### src/rtl/sbox_pipe_sched.sv
// Issue scheduler for the shared masked S-box: round-robin between the state-byte
// (ST) and key-schedule (KS) requesters, gated on PRNG masks, with a tag pipe for retirement.
module sbox_pipe_sched #(
  parameter int SBOX_LAT = 4,
  parameter int ST_BYTES = 16,
  parameter int KS_BYTES = 4
) (
  input  logic       CLK,
  input  logic       RST,
  input  logic       flush,
  input  logic       st_start,
  output logic       st_busy,
  output logic       st_done,
  input  logic       ks_start,
  output logic       ks_busy,
  output logic       ks_done,
  input  logic       rnd_valid,
  output logic       rnd_ready,
  output logic       sb_in_valid,
  output logic       sb_in_src,
  output logic [4:0] sb_in_idx,
  output logic       sb_out_valid,
  output logic       sb_out_src,
  output logic [4:0] sb_out_idx
);

  localparam int IW = $clog2(SBOX_LAT + 1);
  localparam logic [4:0] LAST_IDX [2] = '{5'(ST_BYTES - 1), 5'(KS_BYTES - 1)};

  typedef enum logic [1:0] {S_IDLE, S_ISSUE, S_DRAIN} src_state_e;

  // Index 0 is ST, index 1 is KS throughout.
  src_state_e    state_q [2];
  src_state_e    state_d [2];
  logic [4:0]    cnt_q   [2];
  logic [4:0]    cnt_d   [2];
  logic [IW-1:0] infl_q  [2];
  logic [IW-1:0] infl_d  [2];
  logic [1:0]    done_q, done_d;
  logic [1:0]    start, elig, gnt, retire;
  logic          rr_last_q, rr_last_d;

  logic          tag_v_q   [SBOX_LAT];
  logic          tag_src_q [SBOX_LAT];
  logic [4:0]    tag_idx_q [SBOX_LAT];

  assign start = {ks_start, st_start};

  // rr_last_q holds the source granted most recently; reset value ST makes KS win first.
  always_comb begin
    elig      = 2'b00;
    rr_last_d = rr_last_q;
    for (int s = 0; s < 2; s++) begin
      elig[s] = (state_q[s] == S_ISSUE) && rnd_valid && !flush;
    end
    gnt = elig;
    if (&elig) gnt = rr_last_q ? 2'b01 : 2'b10;
    if (|gnt) rr_last_d = gnt[1];
  end

  assign sb_in_valid = |gnt;
  assign rnd_ready   = |gnt;
  assign sb_in_src   = gnt[1];
  assign sb_in_idx   = gnt[1] ? cnt_q[1] : (gnt[0] ? cnt_q[0] : 5'd0);

  assign sb_out_valid = tag_v_q[SBOX_LAT-1];
  assign sb_out_src   = tag_src_q[SBOX_LAT-1];
  assign sb_out_idx   = tag_idx_q[SBOX_LAT-1];
  assign retire       = {sb_out_valid & sb_out_src, sb_out_valid & ~sb_out_src};

  assign st_busy = (state_q[0] != S_IDLE);
  assign ks_busy = (state_q[1] != S_IDLE);
  assign st_done = done_q[0];
  assign ks_done = done_q[1];

  always_comb begin
    done_d = 2'b00;
    for (int s = 0; s < 2; s++) begin
      state_d[s] = state_q[s];
      cnt_d[s]   = cnt_q[s];
      infl_d[s]  = infl_q[s] + IW'(gnt[s]) - IW'(retire[s]);
      case (state_q[s])
        S_IDLE: begin
          if (start[s]) begin
            state_d[s] = S_ISSUE;
            cnt_d[s]   = 5'd0;
          end
        end
        S_ISSUE: begin
          if (gnt[s]) begin
            cnt_d[s] = cnt_q[s] + 5'd1;
            if (cnt_q[s] == LAST_IDX[s]) state_d[s] = S_DRAIN;
          end
        end
        S_DRAIN: begin
          // Done is registered, so it lands the cycle after the final retire.
          if (infl_d[s] == '0) begin
            done_d[s]  = 1'b1;
            state_d[s] = S_IDLE;
          end
        end
        default: state_d[s] = S_IDLE;
      endcase
    end
  end

  always_ff @(posedge CLK or posedge RST) begin
    if (RST) begin
      for (int s = 0; s < 2; s++) begin
        state_q[s] <= S_IDLE;
        cnt_q[s]   <= 5'd0;
        infl_q[s]  <= '0;
      end
      done_q    <= 2'b00;
      rr_last_q <= 1'b0;
    end else if (flush) begin
      for (int s = 0; s < 2; s++) begin
        state_q[s] <= S_IDLE;
        cnt_q[s]   <= 5'd0;
        infl_q[s]  <= '0;
      end
      done_q    <= 2'b00;
      rr_last_q <= 1'b0;
    end else begin
      for (int s = 0; s < 2; s++) begin
        state_q[s] <= state_d[s];
        cnt_q[s]   <= cnt_d[s];
        infl_q[s]  <= infl_d[s];
      end
      done_q    <= done_d;
      rr_last_q <= rr_last_d;
    end
  end

  always_ff @(posedge CLK or posedge RST) begin
    if (RST) begin
      for (int i = 0; i < SBOX_LAT; i++) begin
        tag_v_q[i]   <= 1'b0;
        tag_src_q[i] <= 1'b0;
        tag_idx_q[i] <= 5'd0;
      end
    end else if (flush) begin
      for (int i = 0; i < SBOX_LAT; i++) begin
        tag_v_q[i]   <= 1'b0;
        tag_src_q[i] <= 1'b0;
        tag_idx_q[i] <= 5'd0;
      end
    end else begin
      tag_v_q[0]   <= sb_in_valid;
      tag_src_q[0] <= sb_in_src;
      tag_idx_q[0] <= sb_in_idx;
      for (int i = 1; i < SBOX_LAT; i++) begin
        tag_v_q[i]   <= tag_v_q[i-1];
        tag_src_q[i] <= tag_src_q[i-1];
        tag_idx_q[i] <= tag_idx_q[i-1];
      end
    end
  end

endmodule

### config.mk
export PLATFORM = sky130hd
export DESIGN_NAME = sbox_pipe_sched
export DESIGN_NICKNAME = d
export VERILOG_FILES = /design/src/rtl/sbox_pipe_sched.sv
export SDC_FILE = /design/constraint.sdc
export NUM_CORES = 1
export LEC_CHECK = 0
export ABC_CLOCK_PERIOD_IN_PS = 6660
export CORE_UTILIZATION = 50
export DETAILED_ROUTE_END_ITERATION = 16
export GPL_TIMING_DRIVEN = 0
export PLACE_DENSITY = 0.74
export REMOVE_ABC_BUFFERS = 1
export SETUP_SLACK_MARGIN = 0.4
export SLEW_MARGIN = 20
export SYNTH_ARGS = -nofsm -noshare
export SYNTH_HDL_FRONTEND = slang
export SYNTH_SLANG_ARGS = --single-unit
### constraint.sdc
create_clock -name CLK -period 6.66 [get_ports CLK]
set_input_delay 1.332 -clock CLK [delete_from_list [all_inputs] [get_ports CLK]]
set_output_delay 1.332 -clock CLK [all_outputs]
set_load 0.01 [all_outputs]
==> results.sh <==
export IMPL_synth_area_um2=2350
export IMPL_synthFlopType="dfrtp_1"
export IMPL_slew_viol_final=0
export IMPL_route_met3_wl_um=165
export IMPL_antenna_left=0
export IMPL_path_class="primary input to output port"
export IMPL_async_flop_share=1.00
export IMPL_hpwl_um=2550
export IMPL_grt_ovfl_total=0
export IMPL_skew_ns=0.00283
export IMPL_antenna_cells=0
export IMPL_status="complete, but fails checks"
export IMPL_synth_seq_cells=51
export IMPL_synthTopCellsByCount="dfrtp_1 (51), nor2b_1 (26), nor2_1 (14)"
export IMPL_rsz0062_at_grt="false"
export IMPL_maxCapViolCount=0
export IMPL_antenna_found_initial=0
export IMPL_worst_pin_slew_ns=0.729
export IMPL_critPathLaunchType="primary input"
export IMPL_wl_met1_um=1710
export IMPL_place_port_buffers=24
export IMPL_grt_pass1_wl_um=6720
export IMPL_cts_sinks=51
export IMPL_dr_pass1_iters=10
export IMPL_holdBufCountCts=0
export IMPL_cp_cell_sequence="buf_2, nand4bb_1, and4_1, nand2_1, o21ai_0, clkdlybuf4s50_1"
export IMPL_final_nets=236
export IMPL_synth_seq_area_share=0.544
export IMPL_cp_depth=6
export IMPL_gp_congestion=0.752
export IMPL_crit_buf_inv=2
export IMPL_synth_top_cell_area_share=0.544
export IMPL_slowest_delay_ns=0.61
export IMPL_wl_per_cell_um=13.6
export IMPL_gr_usage_all_layers=0.173
export IMPL_setup_viol=0
export IMPL_clk_latency_ns=0.30
export IMPL_die_h_um=70.5
export IMPL_finalSetupTns_ns=0
export IMPL_clock_fmax_ghz=0.200
export IMPL_die_x_um=70.5
export IMPL_cp_data_arrival_time_ns=3.66
export IMPL_required_ns=5.33
export IMPL_slew_headroom=0.514
export IMPL_vdd_drop_max_mv=0.153
export IMPL_leakage_nw=1.25
export IMPL_fin_util=0.595
export IMPL_hold_viol=0
export IMPL_cts_resized=0
export IMPL_ios=25
export IMPL_tritoncts="built"
export IMPL_top_layer="met4"
export IMPL_synth_edf_count=0
export IMPL_drc=7
export IMPL_yosys_top_cells_area="dfrtp_1 (54%), nor2b_1 (6.9%), a22o_1 (3.4%)"
export IMPL_core_um2=4440
export IMPL_via_per_inst=5.61
export IMPL_cts_clk_slew_worst_paths_ns=0.09
export IMPL_cts_buffer_depth=2
export IMPL_ys_types=44
export IMPL_cts_buffers=5
export IMPL_synth_most_common_cell="dfrtp_1"
export IMPL_yosys_warnings=0
export IMPL_reg2regPathDepth=12
export IMPL_end_kind="output port"
export IMPL_cp_max_fo=44
export IMPL_grt_pass1_vias=1458
export IMPL_syn_inst=209
export IMPL_syn_area_per_cell_um2=11.2
export IMPL_grt_start_max_net_pins=45
export IMPL_holdCritPathClass="flip-flop to flip-flop"
export IMPL_slowest_stage="and4_1"
export IMPL_drive_gt1_frac=0.0897
export IMPL_h_tree_depth=2
export IMPL_period_minus_slack_ns=5.00
export IMPL_met2_length_um=1820
export IMPL_post_cts_buffers=0
export IMPL_start_util=0.528
export IMPL_rows=24
export IMPL_num_vias=1542
export IMPL_violations="design-rule violations"
export IMPL_cellPowerDensity_nw_per_um2=218
export IMPL_critical_path_top_delay_family="buffers and inverters"
export IMPL_fp_dieArea_um2=4970
export IMPL_clockRootBuffer="clkbuf_8"
export IMPL_drtIter0Drc=72
export IMPL_synth_top_area_cell="dfrtp_1"
export IMPL_area_growth_pct=12.8
export IMPL_wirelength_um=3740
export IMPL_whs_path_depth=1
export IMPL_fin_crit_sh=0.750
-- sequential cells by signal, summed over array words and instances (netlist names) --
register and cells:
sb_out_idx 5, done_q 2, sb_out_src 1, tag_v_q 3
tag_src_q 3, rr_last_q 1, tag_idx_q 15, infl_q 6
sb_out_valid 1, cnt_q 10, state_q 4
-- worst register-to-register path: cells and delay by family (launching register included) --
family / cells / cell delay, ns
DFF: 1 / 0.50
xor gates and xnor gates: 2 / 0.36
and+or+nand+nor: 4 / 1.19
adders and majority gates: 3 / 0.72
buffers and inverters: 3 / 0.19
-- layer usage --
layer | vias to the layer above | global-route usage
met5 | - | 0
met4 | 0 | 0.0476
met3 | 4 | 0.0433
met2 | 40 | 0.294
met1 | 759 | 0.221
li1 | 739 | -
-- logic make-up (layout without fill, tap and decap cells) --
family | Yosys count | in the layout | synth area share
AOI/OAI and AO/OA | 36 | 36 | 0.110
xor gates and xnor gates | 5 | 5 | 0.0187
adders and majority gates | 8 | 8 | 0.0491
buffers and inverters | 27 | 41 | 0.0693
DFF | 51 | 51 | 0.544
and+or+nand+nor | 82 | 82 | 0.209
-- cell type report --
type,count,area (um2)
sequential,51,1280
clock inverter,3,43.8
timing repair buffer,25,255
multi-input combinational,131,907
tap,52,65.1
fill,384,1800
clock buffer,5,68.8
inverter,8,30.0
-- placed cells by master (no fill, tap or decap), types with 2 or more instances in the layout --
| cell | instances |
|---|---|
| fa_1 | 2 |
| inv_1 | 6 |
| xor2_1 | 2 |
| and3_1 | 2 |
| nand4_1 | 3 |
| nand2b_1 | 3 |
| nand3b_1 | 2 |
| a21oi_1 | 2 |
| nand3_1 | 3 |
| xnor2_1 | 3 |
| a31oi_1 | 5 |
| nor4_1 | 2 |
| clkbuf_8 | 5 |
| nor3b_1 | 4 |
| nor2b_1 | 26 |
| a311oi_1 | 2 |
| dfrtp_1 | 51 |
| nor2_1 | 14 |
| nand4b_1 | 2 |
| inv_2 | 2 |
| o21ai_0 | 10 |
| and4_1 | 2 |
| clkdlybuf4s50_1 | 23 |
| ha_1 | 6 |
| a22o_1 | 9 |
| o21ai_1 | 2 |
| or2_2 | 2 |
| nand2_1 | 10 |
-- stage by stage --
step	worst slack [ns]	cells	hold slack (ns)	total power [mW]	cell area, um2
5_1_grt	1.42	275	0.472	0.599	2650
3_3_place_gp	0.682	266	0.441	0.368	2520
3_5_place_dp	1.65	267	0.446	0.370	2530
2_1_floorplan	3.00	190	0.439	0.350	2210
6_report	1.66	275	0.463	0.576	2650
4_1_cts	1.64	275	0.468	0.582	2650
-- final timing paths --
| kind | end | slack (ns) | startpoint |
|---|---|---|---|
| min in group asynchronous | done_q[1] | 1.39 | RST |
| min reg2reg | tag_idx_q[13] | 0.46 | tag_idx_q[18] |
| max | sb_in_idx[4] | 1.66 | flush |
| max reg2reg | done_q[0] | 3.64 | state_q[0] |
| max in group asynchronous | infl_q[3] | 4.75 | RST |
| min | tag_idx_q[13] | 0.46 | tag_idx_q[18] |
-- report_power, final --
group          total (mW)  leakage, nW  switching, mW  internal [mW]
clock network       0.213       0.0581          0.101          0.112
registers           0.319        0.706        0.00500          0.314
logic              0.0437        0.483         0.0255         0.0182
Note: power is estimated with default switching activity, not from simulation.
